### src/rtl/wm8731_cfg_seq.sv
// WM8731 power-up register sequencer with a bit-banged two-wire (I2C) write master.
// Optional volume-update port set is enabled by defining WM8731_CFG_SEQ_VOL_EN.
module wm8731_cfg_seq #(
  parameter int unsigned CLK_DIV    = 125,
  parameter logic [6:0]  DEV_ADDR   = 7'h1A,
  parameter int unsigned MAX_RETRY  = 3,
  parameter int unsigned AUTO_START = 1
) (
  input  logic       clk,
  input  logic       rst_n,
  input  logic       start,
  output logic       busy,
  output logic       done,
  output logic       err,
  output logic [3:0] err_idx,
  output logic       scl_o,
  output logic       sda_oe,
  input  logic       sda_i
`ifdef WM8731_CFG_SEQ_VOL_EN
  ,
  input  logic       vol_req,
  input  logic [6:0] vol_dat,
  output logic       vol_ack
`endif
);

  localparam int unsigned DIV_W    = (CLK_DIV > 1) ? $clog2(CLK_DIV) : 1;
  localparam int unsigned RTY_W    = (MAX_RETRY > 0) ? $clog2(MAX_RETRY + 1) : 1;
  localparam logic [3:0]  LAST_IDX = 4'd10;

  typedef enum logic [3:0] {
    S_IDLE, S_START, S_BYTE, S_ACK, S_STOP, S_GAP, S_NEXT, S_DONE, S_ERR
  } state_t;

  state_t           state, state_nx;
  logic [DIV_W-1:0] div_cnt;
  logic             tick, div_clr;
  logic [1:0]       q, q_nx;
  logic [2:0]       bit_idx, bit_nx;
  logic [1:0]       byte_idx, byte_nx;
  logic [3:0]       index, index_nx;
  logic [RTY_W-1:0] retry, retry_nx;
  logic             nack, nack_nx;
  logic             busy_nx, done_nx, err_nx;
  logic [3:0]       err_idx_nx;
  logic             auto_pend;
  logic             scl_nx, sda_nx;
  logic [15:0]      entry;
  logic [7:0]       cur_byte;
  logic             vol_mode;
  logic [6:0]       vol_lat;
  logic             last_entry;

`ifdef WM8731_CFG_SEQ_VOL_EN
  logic             vol_mode_nx, vol_ack_nx;
  logic [6:0]       vol_lat_nx;
`else
  assign vol_mode = 1'b0;
  assign vol_lat  = '0;
`endif

  // Each entry is {reg[6:0], data[8:0]}.
  function automatic logic [15:0] tbl_entry(input logic [3:0] i);
    case (i)
      4'd0:    tbl_entry = {7'd15, 9'h000};
      4'd1:    tbl_entry = {7'd0,  9'h017};
      4'd2:    tbl_entry = {7'd1,  9'h017};
      4'd3:    tbl_entry = {7'd2,  9'h079};
      4'd4:    tbl_entry = {7'd3,  9'h079};
      4'd5:    tbl_entry = {7'd4,  9'h012};
      4'd6:    tbl_entry = {7'd5,  9'h000};
      4'd7:    tbl_entry = {7'd6,  9'h000};
      4'd8:    tbl_entry = {7'd7,  9'h002};
      4'd9:    tbl_entry = {7'd8,  9'h000};
      4'd10:   tbl_entry = {7'd9,  9'h001};
      default: tbl_entry = '0;
    endcase
  endfunction

  assign tick = (div_cnt == DIV_W'(CLK_DIV - 1));

  always_comb begin
    entry = tbl_entry(index);
    if (vol_mode) entry[8:0] = {2'b01, vol_lat};
    case (byte_idx)
      2'd0:    cur_byte = {DEV_ADDR, 1'b0};
      2'd1:    cur_byte = entry[15:8];
      default: cur_byte = entry[7:0];
    endcase
    last_entry = vol_mode ? (index == 4'd4) : (index == LAST_IDX);
  end

  // Bus levels per quarter; registered below so pins never glitch on decode.
  always_comb begin
    scl_nx = 1'b1;
    sda_nx = 1'b0;
    case (state)
      S_START: begin
        scl_nx = (q != 2'd3);
        sda_nx = (q != 2'd0);
      end
      S_BYTE: begin
        scl_nx = (q == 2'd1) || (q == 2'd2);
        sda_nx = ~cur_byte[bit_idx];
      end
      S_ACK: begin
        scl_nx = (q == 2'd1) || (q == 2'd2);
        sda_nx = 1'b0;
      end
      S_STOP: begin
        scl_nx = (q != 2'd0);
        sda_nx = (q < 2'd2);
      end
      default: ;
    endcase
  end

  always_comb begin
    state_nx   = state;
    q_nx       = q;
    bit_nx     = bit_idx;
    byte_nx    = byte_idx;
    index_nx   = index;
    retry_nx   = retry;
    nack_nx    = nack;
    busy_nx    = busy;
    done_nx    = done;
    err_nx     = err;
    err_idx_nx = err_idx;
    div_clr    = 1'b0;
`ifdef WM8731_CFG_SEQ_VOL_EN
    vol_mode_nx = vol_mode;
    vol_lat_nx  = vol_lat;
    vol_ack_nx  = 1'b0;
`endif
    case (state)
      S_IDLE, S_DONE, S_ERR: begin
        if (start || auto_pend) begin
          state_nx = S_START;
          q_nx     = 2'd0;
          index_nx = '0;
          retry_nx = '0;
          done_nx  = 1'b0;
          err_nx   = 1'b0;
          busy_nx  = 1'b1;
          div_clr  = 1'b1;
`ifdef WM8731_CFG_SEQ_VOL_EN
          vol_mode_nx = 1'b0;
        end else if ((state == S_DONE) && vol_req) begin
          // Volume update reuses table slots 3/4 (R2/R3) with substituted data.
          state_nx    = S_START;
          q_nx        = 2'd0;
          index_nx    = 4'd3;
          retry_nx    = '0;
          busy_nx     = 1'b1;
          div_clr     = 1'b1;
          vol_mode_nx = 1'b1;
          vol_lat_nx  = vol_dat;
`endif
        end
      end
      S_START: if (tick) begin
        q_nx = q + 2'd1;
        if (q == 2'd3) begin
          state_nx = S_BYTE;
          byte_nx  = 2'd0;
          bit_nx   = 3'd7;
          nack_nx  = 1'b0;
        end
      end
      S_BYTE: if (tick) begin
        q_nx = q + 2'd1;
        if (q == 2'd3) begin
          if (bit_idx == 3'd0) state_nx = S_ACK;
          else                 bit_nx   = bit_idx - 3'd1;
        end
      end
      S_ACK: if (tick) begin
        q_nx = q + 2'd1;
        if (q == 2'd2) nack_nx = sda_i;
        if (q == 2'd3) begin
          if (nack || (byte_idx == 2'd2)) begin
            state_nx = S_STOP;
          end else begin
            state_nx = S_BYTE;
            byte_nx  = byte_idx + 2'd1;
            bit_nx   = 3'd7;
          end
        end
      end
      S_STOP: if (tick) begin
        q_nx = q + 2'd1;
        if (q == 2'd3) begin
          state_nx = S_GAP;
`ifdef WM8731_CFG_SEQ_VOL_EN
          if (vol_mode && !nack && (index == 4'd4)) vol_ack_nx = 1'b1;
`endif
        end
      end
      S_GAP: if (tick) begin
        q_nx = q + 2'd1;
        if (q == 2'd3) begin
          if (!nack) begin
            state_nx = S_NEXT;
          end else if (retry == RTY_W'(MAX_RETRY)) begin
            state_nx   = S_ERR;
            err_nx     = 1'b1;
            err_idx_nx = index;
            busy_nx    = 1'b0;
`ifdef WM8731_CFG_SEQ_VOL_EN
            vol_mode_nx = 1'b0;
`endif
          end else begin
            state_nx = S_START;
            retry_nx = retry + RTY_W'(1);
          end
        end
      end
      // Single-clk bookkeeping; the divider keeps running so the tick grid is unchanged.
      S_NEXT: begin
        index_nx = index + 4'd1;
        retry_nx = '0;
        q_nx     = 2'd0;
        if (last_entry) begin
          state_nx = S_DONE;
          done_nx  = 1'b1;
          busy_nx  = 1'b0;
`ifdef WM8731_CFG_SEQ_VOL_EN
          vol_mode_nx = 1'b0;
`endif
        end else begin
          state_nx = S_START;
        end
      end
      default: state_nx = S_IDLE;
    endcase
  end

  always_ff @(posedge clk or negedge rst_n) begin
    if (!rst_n) begin
      state     <= S_IDLE;
      div_cnt   <= '0;
      q         <= '0;
      bit_idx   <= '0;
      byte_idx  <= '0;
      index     <= '0;
      retry     <= '0;
      nack      <= 1'b0;
      busy      <= 1'b0;
      done      <= 1'b0;
      err       <= 1'b0;
      err_idx   <= '0;
      scl_o     <= 1'b1;
      sda_oe    <= 1'b0;
      auto_pend <= (AUTO_START != 0);
    end else begin
      state     <= state_nx;
      div_cnt   <= (div_clr || tick) ? '0 : div_cnt + DIV_W'(1);
      q         <= q_nx;
      bit_idx   <= bit_nx;
      byte_idx  <= byte_nx;
      index     <= index_nx;
      retry     <= retry_nx;
      nack      <= nack_nx;
      busy      <= busy_nx;
      done      <= done_nx;
      err       <= err_nx;
      err_idx   <= err_idx_nx;
      scl_o     <= scl_nx;
      sda_oe    <= sda_nx;
      auto_pend <= 1'b0;
    end
  end

`ifdef WM8731_CFG_SEQ_VOL_EN
  always_ff @(posedge clk or negedge rst_n) begin
    if (!rst_n) begin
      vol_mode <= 1'b0;
      vol_lat  <= '0;
      vol_ack  <= 1'b0;
    end else begin
      vol_mode <= vol_mode_nx;
      vol_lat  <= vol_lat_nx;
      vol_ack  <= vol_ack_nx;
    end
  end
`endif

endmodule

### config.mk
export PLATFORM = sky130hd
export DESIGN_NAME = wm8731_cfg_seq
export DESIGN_NICKNAME = d
export VERILOG_FILES = /design/src/rtl/wm8731_cfg_seq.sv
export SDC_FILE = /design/constraint.sdc
export NUM_CORES = 1
export LEC_CHECK = 0
export BUFFER_PORTS_ARGS = -buffer_cell sky130_fd_sc_hd__buf_2
export CAP_MARGIN = 20
export CORE_ASPECT_RATIO = 1.1
export CORE_UTILIZATION = 55
export CTS_BUF_LIST = sky130_fd_sc_hd__clkbuf_16
export DETAILED_ROUTE_END_ITERATION = 10
export GPL_ROUTABILITY_DRIVEN = 0
export GPL_TIMING_DRIVEN = 0
export PLACE_DENSITY = 0.73
export SYNTH_ARGS = -nofsm -noshare
export SYNTH_HDL_FRONTEND = slang
export SYNTH_SLANG_ARGS = --single-unit
### constraint.sdc
create_clock -name clk -period 6.25 [get_ports clk]
set_input_delay 0.625 -clock clk [delete_from_list [all_inputs] [get_ports clk]]
set_output_delay 0.625 -clock clk [all_outputs]
set_load 0.01 [all_outputs]
==> metrics.cfg, run 1 <==
[run_status]
status=finished, final reports clean

[drt]
drtIter0Drc=114
avgViaCountPerCell=5.73
drt_first_pass_iters=4
drc=0
ant_nets=0
drt-total-wl_um=4650
num_vias=1857
wire_per_inst_um=14.4

[setup_path]
cpMaxStageDelayCell=nor4b_1
timing.critical_path.buf_inv=1
path_cells=buf_2, nor4b_1, nand2_1, o31ai_1, a311o_2, mux2_4
path_max_fanout=10
criticalPathCategory=reg -> reg
start_kind=register
end_kind=register
path_delay_family=simple AND/OR/NAND/NOR gates
worstPathRequired_ns=6.41
cpPeakStageDelay_ns=0.85
arrival_ns=2.62

[place]
io_buffers=12
place_hpwl_um=3370

[clock_network]
post_cts_buffers=0
ctsResizeCount=0
clock_path_buffers=2
worstSkewPairLatency_ns=0.28
numCtsBuffers=5
cts.reportedPaths.clkPinSlew_ns=0.05
postCtsHoldBufs=0
cts_tree=yes
cts_root_buf=clkbuf_16
cts-htree-levels=2
cts_sinks=35

[timing]
setup_violations=0
tns_ns=0
finalCriticalPeriod_ns=2.46
rsz0062_at_grt=no
slew_violations=0
clock.fmax_ghz=0.406
finalCritPeriodShare_pct=39.4
skew_ns=0.00670
relSlewSlack_pct=34.1
hold_viol_final=0
worstMarginPinSlew_ns=0.975

[logic_synthesis]
synth_top_cells_by_area=dfrtp_1 (36%), ha_1 (8.8%), nor2_1 (5.1%)
synthDistinctLibCells=52
synthArstFlopShare_pct=100
synth_cells=252
yosysSeqAreaShare_pct=38.6
avgSynthCellArea_sq_um=9.02
synth_enable_flop_cells=0
syn_nets=272
ys_top_cells_by_count=dfrtp_1 (33), nor2_1 (31), ha_1 (16), inv_1 (16), nand2_1 (16)
synth-seq-cells=35
synth-main-ff-cell=dfrtp_1
synth_top_area_cell=dfrtp_1
synth_most_common_cell=dfrtp_1
synth_top_area_share_pct=36.3
synth_area_sq_um=2270
yosysWarnings=0

[global_route]
grt_usage_pct=25.1
grt_max_degree=36
grt_pass1_wl_um=8700
gr-total-overflow=0
antenna_found_initial=0
grt_pass1_vias=1818

[cells_and_area]
drive_above_1_share_pct=14.7
final_util_pct=64.2
area_growth_pct=11.9
diodes=0
nets=291

[floorplan]
rows=24
dieWidth_um=63.3
dieArea_sq_um=4390
floorplan.initialDensity_pct=57.4
die_y_um=69.4
pin_count=13
core-area_sq_um=3960

[worst_hold_path]
min_path_type=in -> async

[power_and_ir_drop]
p_per_area_nw_per_um2=190
power_leakage_nw=1.18
ir_worst_vdd_v=0.000181

[job]
timing.max_cap.violations=0

[worst reg2reg max path: stages, from the launching register on]
cell     delay (ns)
dfrtp_1        0.39
buf_2          0.19
nor4b_1        0.85
nand2_1        0.19
o31ai_1        0.17
a311o_2        0.24
mux2_4         0.31
[per-stage QoR]
step	instance area [sq um]	setup slack, ns	hold WS (ns)	instances	power (mW)
6_report	2540	3.79	0.421	324	0.483
2_1_floorplan	2270	4.27	0.329	252	0.239
4_1_cts	2540	3.82	0.451	324	0.490
3_5_place_dp	2400	3.87	0.468	316	0.247
3_3_place_gp	2400	3.94	0.457	316	0.247
5_1_grt	2540	3.59	0.501	324	0.501
[per-layer routing]
layer  GRT usage (%)  vias to the layer above  share of wire [%]
met5               0                        -                  0
met4            8.33                        0                1.3
met3            4.11                        6                2.6
met2            41.2                       26                 48
met1            33.7                      887                 48
li1                -                      938                  -
[kinds of logic after synthesis]
family / after synthesis / synth area share, %
simple gates: 97 / 21.9
other cells: 1 / 0.165
fa+ha+maj: 16 / 8.81
compound gates: 54 / 15.6
buf+inv: 27 / 4.73
mux: 15 / 7.43
xor+xnor: 7 / 2.70
flops: 35 / 38.6
[sequential cells by signal (all words and copies together), names as in the netlist, 2 cells and up]
register	flops
byte_idx	2
q	2
err_idx	4
index	4
state	4
div_cnt	7
bit_idx	3
retry	2
[where the power goes]
| group | leakage (nW) | switching (mW) | total, mW | internal, mW |
|---|---|---|---|---|
| Combinational | 0.690 | 0.00851 | 0.0120 | 0.00344 |
| Sequential | 0.422 | 0.00176 | 0.230 | 0.229 |
| Clock | 0.0674 | 0.0938 | 0.240 | 0.147 |
[layout by cell type (no fill, tap or decap), drive strengths merged, types with 4 or more instances in the layout]
master | netlist | routed
ha | 16 | 16
dfrtp | 33 | 33
nor3 | 10 | 10
nor2b | 4 | 4
and3 | 4 | 4
o21ai | 15 | 15
nand4 | 5 | 5
inv | 16 | 16
mux2i | 6 | 6
nor2 | 31 | 31
nand3 | 9 | 9
xor2 | 4 | 4
nand2 | 16 | 16
a21oi | 12 | 12
buf | 7 | 19
nand2b | 4 | 4
mux2 | 9 | 9
clkbuf | 4 | 9
[layout make-up]
cell class              instances  area (sq um)
flip-flops and latches         35           878
clock buffers                   5           125
repair buffers                 12          60.1
fillers                       349          1420
well taps                      52          65.1
multi-input cells             190          1290
clock inverters                 3          20.0
inverters                      16          60.1
plain buffers                  11          47.5
[path summary, 6_finish.rpt]
| kind | start | to | slack [ns] | depth (start not counted) |
|---|---|---|---|---|
| setup / recovery | state[3]$_DFFE_PN0P_ | state[2]$_DFFE_PN0P_ | 3.79 | 6 |
| hold / removal | rst_n | sda_oe$_DFF_PN0_ | 0.42 | 1 |
| setup reg to reg | state[3]$_DFFE_PN0P_ | state[2]$_DFFE_PN0P_ | 3.79 | 6 |
| hold reg to reg | err$_DFFE_PN0P_ | err$_DFFE_PN0P_ | 0.48 | 1 |
| max in group asynchronous | rst_n | nack$_DFFE_PN0P_ | 5.33 | 1 |
| min in group clk | err$_DFFE_PN0P_ | err$_DFFE_PN0P_ | 0.48 | 1 |
Note: power is estimated with default switching activity, not from simulation.
==> inputs of run 2 (changes only) <==
--- a/config.mk
+++ b/config.mk
@@ -5,6 +5,7 @@
 export SDC_FILE = /design/constraint.sdc
 export NUM_CORES = 1
 export LEC_CHECK = 0
+export ABC_AREA = 1
 export BUFFER_PORTS_ARGS = -buffer_cell sky130_fd_sc_hd__buf_2
 export CAP_MARGIN = 20
 export CORE_ASPECT_RATIO = 1.1
@@ -13,7 +14,7 @@
 export DETAILED_ROUTE_END_ITERATION = 10
 export GPL_ROUTABILITY_DRIVEN = 0
 export GPL_TIMING_DRIVEN = 0
-export PLACE_DENSITY = 0.73
+export PLACE_DENSITY = 0.76
 export SYNTH_ARGS = -nofsm -noshare
 export SYNTH_HDL_FRONTEND = slang
 export SYNTH_SLANG_ARGS = --single-unit
==> constraint.sdc (replaced) <==
create_clock -name clk -period 2.15 [get_ports clk]
set_input_delay 0.215 -clock clk [delete_from_list [all_inputs] [get_ports clk]]
set_output_delay 0.215 -clock clk [all_outputs]
set_load 0.01 [all_outputs]
==> run 2 against run 1 <==
  * Critical path depth stayed put
  * Core utilization increased by 1.2 points
  * Power rose to 6.5 times the previous value
  * Synthesized cell count is 23% higher
  * Setup slack worse by 3.5 ns
  * Critical endpoint is now bit_idx[2]$_DFFE_PN0P_
  * Largest power group is now combinational cells
  * Area after synthesis grew 2.8%
  * Die area up 2.7%
  * Global-route usage decreased by 1.4 points
  * Cell count grew 18%
==> metrics.cfg, run 2 <==
[logic_synthesis]
synth_cells=310  ; was 252
synth_compound_area_share_pct=11.5  ; was 15.6%
synth_top_area_share_pct=35.3  ; was 36.3%
ys_top_cells_by_count=nand2_1 (84), inv_1 (40), dfrtp_1 (33), nor2_1 (25), nand3_1 (23)  ; was dfrtp_1 (33), nor2_1 (31), ha_1 (16), inv_1 (16), nand2_1 (16)
synth-main-ff-cell=dfrtp_1  ; unchanged
synthAdderAreaFrac_pct=8.57  ; was 8.81%
avgSynthCellArea_sq_um=7.54  ; was 9.02 sq um
synth_top_family_by_area=simple AND/OR/NAND/NOR gates  ; unchanged
synth_top_cells_by_area=dfrtp_1 (35%), nand2_1 (13%), ha_1 (8.6%)  ; was dfrtp_1 (36%), ha_1 (8.8%), nor2_1 (5.1%)
yosysSeqAreaShare_pct=37.6  ; was 38.6%
synth-simple-area-share_pct=33.1  ; was 21.9%
syn_nets=330  ; was 272
yosys.area_share.xor_xnor_pct=1.87  ; was 2.70%
synthDistinctLibCells=33  ; was 52
synth_enable_flop_cells=0  ; unchanged
yosysWarnings=0  ; unchanged
synth-seq-cells=35  ; unchanged
synth_top_area_cell=dfrtp_1  ; unchanged
synthArstFlopShare_pct=100  ; unchanged
synthMuxAreaShare_pct=0  ; was 7.43%
synth_area_sq_um=2340  ; was 2270 sq um
synth_most_common_cell=nand2_1  ; was dfrtp_1

[place]
pre_cts_ws_ns=0.333  ; was 3.87 ns
io_buffers=12  ; unchanged
dpl_cell_area_sq_um=2460  ; was 2400 sq um
place_hpwl_um=3440  ; was 3370 um

[cells_and_area]
final_area_sq_um=2630  ; was 2540 sq um
nFillCells=343  ; was 349
layout_common_cells=nand2_1 (84), inv_1 (40), dfrtp_1 (33), nor2_1 (25), nand3_1 (23)  ; was dfrtp_1 (33), nor2_1 (31), buf_2 (17)
diodes=0  ; unchanged
max_flop_register=div_cnt  ; unchanged
layout_commonest_cell=nand2_1  ; was dfrtp_1
area_growth_pct=12.6  ; was 11.9%
nets=349  ; was 291
largest_reg_flops=7  ; unchanged
drive_above_1_share_pct=17.0  ; was 14.7%

[setup_path]
startpoint=q[1]$_DFFE_PN0P_  ; was state[3]$_DFFE_PN0P_
start_kind=register  ; unchanged
r2r-start=q[1]$_DFFE_PN0P_  ; was state[3]$_DFFE_PN0P_
rrSetupSlack_ns=0.30  ; was 3.79 ns
worstPathRequired_ns=2.31  ; was 6.41 ns
r2r-end=bit_idx[2]$_DFFE_PN0P_  ; was state[2]$_DFFE_PN0P_
arrival_ns=2.02  ; was 2.62 ns
r2r_cells=6  ; unchanged
setup.worst_path.end=bit_idx[2]$_DFFE_PN0P_  ; was state[2]$_DFFE_PN0P_
end_kind=register  ; unchanged
path_max_fanout=6  ; was 10
criticalPathCategory=reg -> reg  ; unchanged

[drt]
wl_met2_um=2220  ; was 2240 um
dr_wl_met3_um=96  ; was 120 um
wire_per_inst_um=12.2  ; was 14.4 um
met1_length_um=2220  ; was 2230 um
drt_first_pass_iters=4  ; unchanged
drc=0  ; unchanged
ant_nets=0  ; unchanged
drt-total-wl_um=4680  ; was 4650 um
drtIter0Drc=107  ; was 114
num_vias=1985  ; was 1857
top_layer_used=met4  ; unchanged
avgViaCountPerCell=5.20  ; was 5.73

[global_route]
grt_max_degree=36  ; unchanged
grt_usage_pct=23.8  ; was 25.1%
antenna_found_initial=0  ; unchanged
grt_pass1_vias=1879  ; was 1818
gr-total-overflow=0  ; unchanged
grt_pass1_wl_um=8220  ; was 8700 um

[clock_network]
numCtsBuffers=5  ; unchanged
postCtsHoldBufs=0  ; unchanged
clock_path_buffers=2  ; unchanged
cts.reportedPaths.clkPinSlew_ns=0.06  ; was 0.05 ns
post_cts_buffers=0  ; unchanged
cts_root_buf=clkbuf_16  ; unchanged
ctsResizeCount=0  ; unchanged
worstSkewPairLatency_ns=0.28  ; about the same
cts_sinks=35  ; unchanged
cts-htree-levels=2  ; unchanged
cts_tree=yes  ; unchanged

[timing]
finalCritPeriodShare_pct=86.2  ; was 39.4%
worstMarginPinSlew_ns=0.765  ; was 0.975 ns
clock.fmax_ghz=0.539  ; was 0.406 GHz
slew_violations=0  ; unchanged
final.setup.worst_slack_ns=0.296  ; was 3.79 ns
tns_ns=0  ; unchanged
hold_viol_final=0  ; unchanged
finalCriticalPeriod_ns=1.85  ; was 2.46 ns
skew_ns=0.00635  ; was 0.00670 ns
rsz0062_at_grt=no  ; unchanged
setup_violations=0  ; unchanged
relSlewSlack_pct=49.0  ; was 34.1%

[power_and_ir_drop]
power_leakage_nw=1.37  ; was 1.18 nW
ir_worst_vdd_v=0.000730  ; was 0.000181 V
p_per_area_nw_per_um2=1190  ; was 190 nW/um^2

[floorplan]
die_y_um=70.4  ; was 69.4 um
dieWidth_um=64.2  ; was 63.3 um
pin_count=13  ; unchanged
core-area_sq_um=4020  ; was 3960 sq um
floorplan.initialDensity_pct=58.1  ; was 57.4%
rows=24  ; unchanged
dieArea_sq_um=4510  ; was 4390 sq um

[run_status]
status=finished, final reports clean  ; unchanged

[job]
timing.max_cap.violations=0  ; unchanged

[worst_hold_path]
min_path_type=in -> async  ; unchanged

==> run 2: cell count changes in the layout (fill, tap and decap cells not counted), moves of 5 or more <==
cell     delta
a21oi_1     -6
inv_1      +24
mux2_2      -7
mux2i_1     -6
nand2_1    +68
nand2_2     +5
nand3_1    +15
nor2_1      -6
nor2_2      +8
nor3_1      -6
o21ai_1     +9
o21ai_2     +6
==> run 2: critical path, cell delays in order, from the launching register on <==
cell and delay [ns]:
dfrtp_1 0.41, ha_1 0.28, inv_1 0.09, a211oi_1 0.44
nand3_1 0.25, o21ai_0 0.20, nand3_1 0.08
==> run 2: stage by stage <==
| stage | std cells | power (mW) | hold WS (ns) | util [%] |
|---|---|---|---|---|
| after floorplan | 310 | 2.00 | -0.0806 | - |
| final | 382 | 3.13 | 0.00786 | 65.4 |
| after global routing | 382 | 3.36 | 0.0773 | 65.4 |
| after global placement | 374 | 2.26 | 0.332 | 61.2 |
| after CTS | 382 | 3.15 | 0.0393 | 65.4 |
| after detailed placement | 374 | 2.30 | 0.345 | 61.2 |
==> run 2: cell families after synthesis <==
kind of cell	Yosys count
other cells	1
buf+inv	44
fa+ha+maj	16
xor+xnor	5
flops	35
compound gates	44
simple gates	165
==> run 2: power breakdown <==
group	total (mW)	internal, mW	switching (mW)	leakage, nW
sequential	0.945	0.806	0.139	0.465
clock	0.825	0.546	0.279	0.0838
combinational	1.36	0.469	0.886	0.817
total	3.13	1.82	1.30	1.37
==> run 2: cell type report <==
type                            instances  area, sq um  share of cell area [%]
Timing Repair Buffer                   12         60.1                    2.28
Multi-Input combinational cell        231         1290                    49.1
Inverter                               42          158                    5.99
Sequential cell                        35          878                    33.4
Buffer                                  2         10.0                   0.380
Clock buffer                            5          125                    4.76
Tap cell                               52         65.1                    2.47
Clock inverter                          3         43.8                    1.66
==> run 2: how the worst min path moves through the flow <==
| stage | endpoint | slack [ns] | depth (start not counted) |
|---|---|---|---|
| finish | err_idx[1]$_DFFE_PN0P_ | 0.008 | 1 |
| global route | err_idx[0]$_DFFE_PN0P_ | 0.08 | 1 |
| CTS | err_idx[1]$_DFFE_PN0P_ | 0.04 | 1 |
| detailed placement | err_idx[1]$_DFFE_PN0P_ | 0.35 | 1 |
| global placement | err_idx[0]$_DFFE_PN0P_ | 0.33 | 1 |
| floorplan | bit_idx[0]$_DFFE_PN0P_ | -0.08 | 0 |
==> run 2: per-layer routing <==
| layer | vias to the layer above | GRT usage [%] |
|---|---|---|
| li1 | 1037 | - |
| met1 | 913 | 28.8 |
| met2 | 25 | 39.7 |
| met3 | 10 | 4.58 |
| met4 | 0 | 12.3 |
| met5 | - | 0 |
==> inputs of run 3 (changes only) <==
--- a/config.mk
+++ b/config.mk
@@ -10,11 +10,11 @@
 export CAP_MARGIN = 20
 export CORE_ASPECT_RATIO = 1.1
 export CORE_UTILIZATION = 55
-export CTS_BUF_LIST = sky130_fd_sc_hd__clkbuf_16
 export DETAILED_ROUTE_END_ITERATION = 10
 export GPL_ROUTABILITY_DRIVEN = 0
 export GPL_TIMING_DRIVEN = 0
 export PLACE_DENSITY = 0.76
+export SLEW_MARGIN = 0
 export SYNTH_ARGS = -nofsm -noshare
 export SYNTH_HDL_FRONTEND = slang
 export SYNTH_SLANG_ARGS = --single-unit
==> run 3 against run 2 <==
  * The flow now finishes with violations (negative hold slack)
  * Clock skew grew 0.0035 ns
  * Combinational power is essentially flat
  * Core utilization shrank 1.4 points
  * Die area is the same
  * Via count shrank 1.1%
  * Register-to-register slack gained 0.04 ns
  * Critical path depth grew 5
  * Sequential cell count is the same
  * Worst hold slack lost 0.024 ns
  * First-iteration DRC count shrank 11%
==> metrics.cfg, run 3 (same netlist as run 2, synthesis figures left out) <==
[floorplan]
pin_count=13  ; unchanged
floorplan.initialDensity_pct=58.1  ; unchanged
core-area_sq_um=4020  ; unchanged
dieArea_sq_um=4510  ; unchanged
rows=24  ; unchanged
dieWidth_um=64.2  ; unchanged
die_y_um=70.4  ; unchanged

[global_route]
grt_usage_pct=23.0  ; was 23.8%
grt_pass1_vias=1825  ; was 1879
grt_pass1_wl_um=8030  ; was 8220 um
grt_max_degree=36  ; unchanged
gr-total-overflow=0  ; unchanged
antenna_found_initial=0  ; unchanged

[cells_and_area]
nets=349  ; unchanged
max_flop_register=div_cnt  ; unchanged
drive_above_1_share_pct=17.0  ; unchanged
diodes=0  ; unchanged
layout_common_cells=nand2_1 (84), inv_1 (40), dfrtp_1 (33), nor2_1 (25), nand3_1 (23)  ; unchanged
multi_input_area_sq_um=1290  ; unchanged
largest_reg_flops=7  ; unchanged
nFillCells=365  ; was 343
final_util_pct=64.0  ; was 65.4%
area_growth_pct=10.2  ; was 12.6%
register_area_sq_um=878  ; unchanged
layout_commonest_cell=nand2_1  ; unchanged

[drt]
drt_first_pass_iters=4  ; unchanged
avgViaCountPerCell=5.14  ; was 5.20
drc=0  ; unchanged
wire_per_inst_um=12.0  ; was 12.2 um
num_vias=1963  ; was 1985
drt-total-wl_um=4590  ; was 4680 um
ant_nets=0  ; unchanged
drtIter0Drc=95  ; was 107

[power_and_ir_drop]
switching_power_mw=1.27  ; was 1.30 mW
pwr-share-seq_pct=32.5  ; was 30.2%
p_per_area_nw_per_um2=1120  ; was 1190 nW/um^2
power_leakage_nw=1.34  ; was 1.37 nW
clockPowerShare_pct=20.9  ; was 26.4%
ir_worst_vdd_v=0.000661  ; was 0.000730 V
internal_power_mw=1.62  ; was 1.82 mW
power_frac_comb_pct=46.6  ; was 43.4%
sw_frac_of_total_pct=44.0  ; was 41.7%
power_mw=2.89  ; was 3.13 mW

[worst_hold_path]
min_path_type=in -> async  ; unchanged

[setup_path]
arrival_ns=1.99  ; was 2.02 ns
path_max_fanout=7  ; was 6
end_kind=register  ; unchanged
start_kind=register  ; unchanged
criticalPathCategory=reg -> reg  ; unchanged
worstPathRequired_ns=2.33  ; was 2.31 ns

[timing]
hold_viol_final=11  ; was 0
whs_ns=-0.0158  ; was 0.00786 ns
slew_violations=0  ; unchanged
tns_ns=0  ; unchanged
finalCritPeriodShare_pct=84.4  ; was 86.2%
rsz0062_at_grt=no  ; unchanged
final.setup.worst_slack_ns=0.336  ; was 0.296 ns
setup_violations=0  ; unchanged
relSlewSlack_pct=48.7  ; was 49.0%
finalCriticalPeriod_ns=1.81  ; was 1.85 ns
worstMarginPinSlew_ns=0.769  ; was 0.765 ns
skew_ns=0.00983  ; was 0.00635 ns
clock.fmax_ghz=0.551  ; was 0.539 GHz

[clock_network]
ctsResizeCount=0  ; unchanged
clock_path_buffers=2  ; unchanged
cts_sinks=35  ; unchanged
post_cts_buffers=0  ; unchanged
numCtsBuffers=5  ; unchanged
cts_root_buf=clkbuf_8  ; was clkbuf_16
worstSkewPairLatency_ns=0.29  ; was 0.28 ns
postCtsHoldBufs=0  ; unchanged
cts.reportedPaths.clkPinSlew_ns=0.08  ; was 0.06 ns
cts-htree-levels=2  ; unchanged
cts_tree=yes  ; unchanged

[place]
io_buffers=12  ; unchanged
place_hpwl_um=3440  ; unchanged
pre_cts_ws_ns=0.333  ; unchanged

[run_status]
violations=negative hold slack
status=complete, but fails checks  ; was finished, final reports clean

[job]
timing.max_cap.violations=0  ; unchanged

run 3: cell count changes in the layout (fill, tap and decap cells not counted):
cell,change
clkbuf_8,+5
clkbuf_16,-5
run 3: per-stage QoR:
| step | cells | cell area [sq um] |
|---|---|---|
| 3_3_place_gp | 374 | 2460 |
| 5_1_grt | 382 | 2570 |
| 4_1_cts | 382 | 2570 |
| 2_1_floorplan | 310 | 2340 |
| 3_5_place_dp | 374 | 2460 |
| 6_report | 382 | 2570 |
run 3: path summary, 6_finish.rpt:
kind                                      startpoint                     end  slack (ns)  depth (start not counted)
worst max-delay path            div_cnt[0]$_DFF_PN0_    state[2]$_DFFE_PN0P_        0.34                         11
worst min-delay path                           rst_n  err_idx[0]$_DFFE_PN0P_       -0.02                          1
worst max register to register  div_cnt[0]$_DFF_PN0_    state[2]$_DFFE_PN0P_        0.34                         11
worst min register to register       err$_DFFE_PN0P_         err$_DFFE_PN0P_        0.48                          2
max in group asynchronous                      rst_n        nack$_DFFE_PN0P_        1.66                          1
min in group clk                               sda_i        nack$_DFFE_PN0P_        0.21                          3
run 3: final cells by class:
type,count,share of cell area (%)
Clock inverter,3,1.70
Inverter,42,6.12
Timing Repair Buffer,12,2.33
Sequential cell,35,34.1
Multi-Input combinational cell,231,50.1
Tap cell,52,2.53
Clock buffer,5,2.67
Buffer,2,0.389
run 3: layer usage:
layer | part of all wire (%) | GRT usage, % | wire length [um] | vias to the layer above
met5 | 0 | 0 | 0 | -
met1 | 47 | 28.9 | 2180 | 898
met3 | 2.9 | 4.08 | 134 | 9
met4 | 2.0 | 9.63 | 93 | 0
li1 | - | - | - | 1027
met2 | 48 | 38.7 | 2190 | 29
run 3: worst max-delay path, cell delays in order, from the launching register on:
cell and delay [ns]:
dfrtp_1 0.43, inv_1 0.08, ha_1 0.14, nand2_1 0.05
nor2_1 0.11, nand3_2 0.19, inv_1 0.18, nand2_1 0.07
a21oi_1 0.18, nand2_2 0.13, nand2_1 0.07, o21ai_1 0.06
run 3: power groups by stage:
stage	clock, mW	sequential [mW]	combinational [mW]
after floorplan	0	0.937	1.06
after global placement	0	0.945	1.32
after detailed placement	0	0.951	1.35
after CTS	0.613	0.940	1.36
after global routing	0.630	0.958	1.54
final	0.603	0.941	1.35
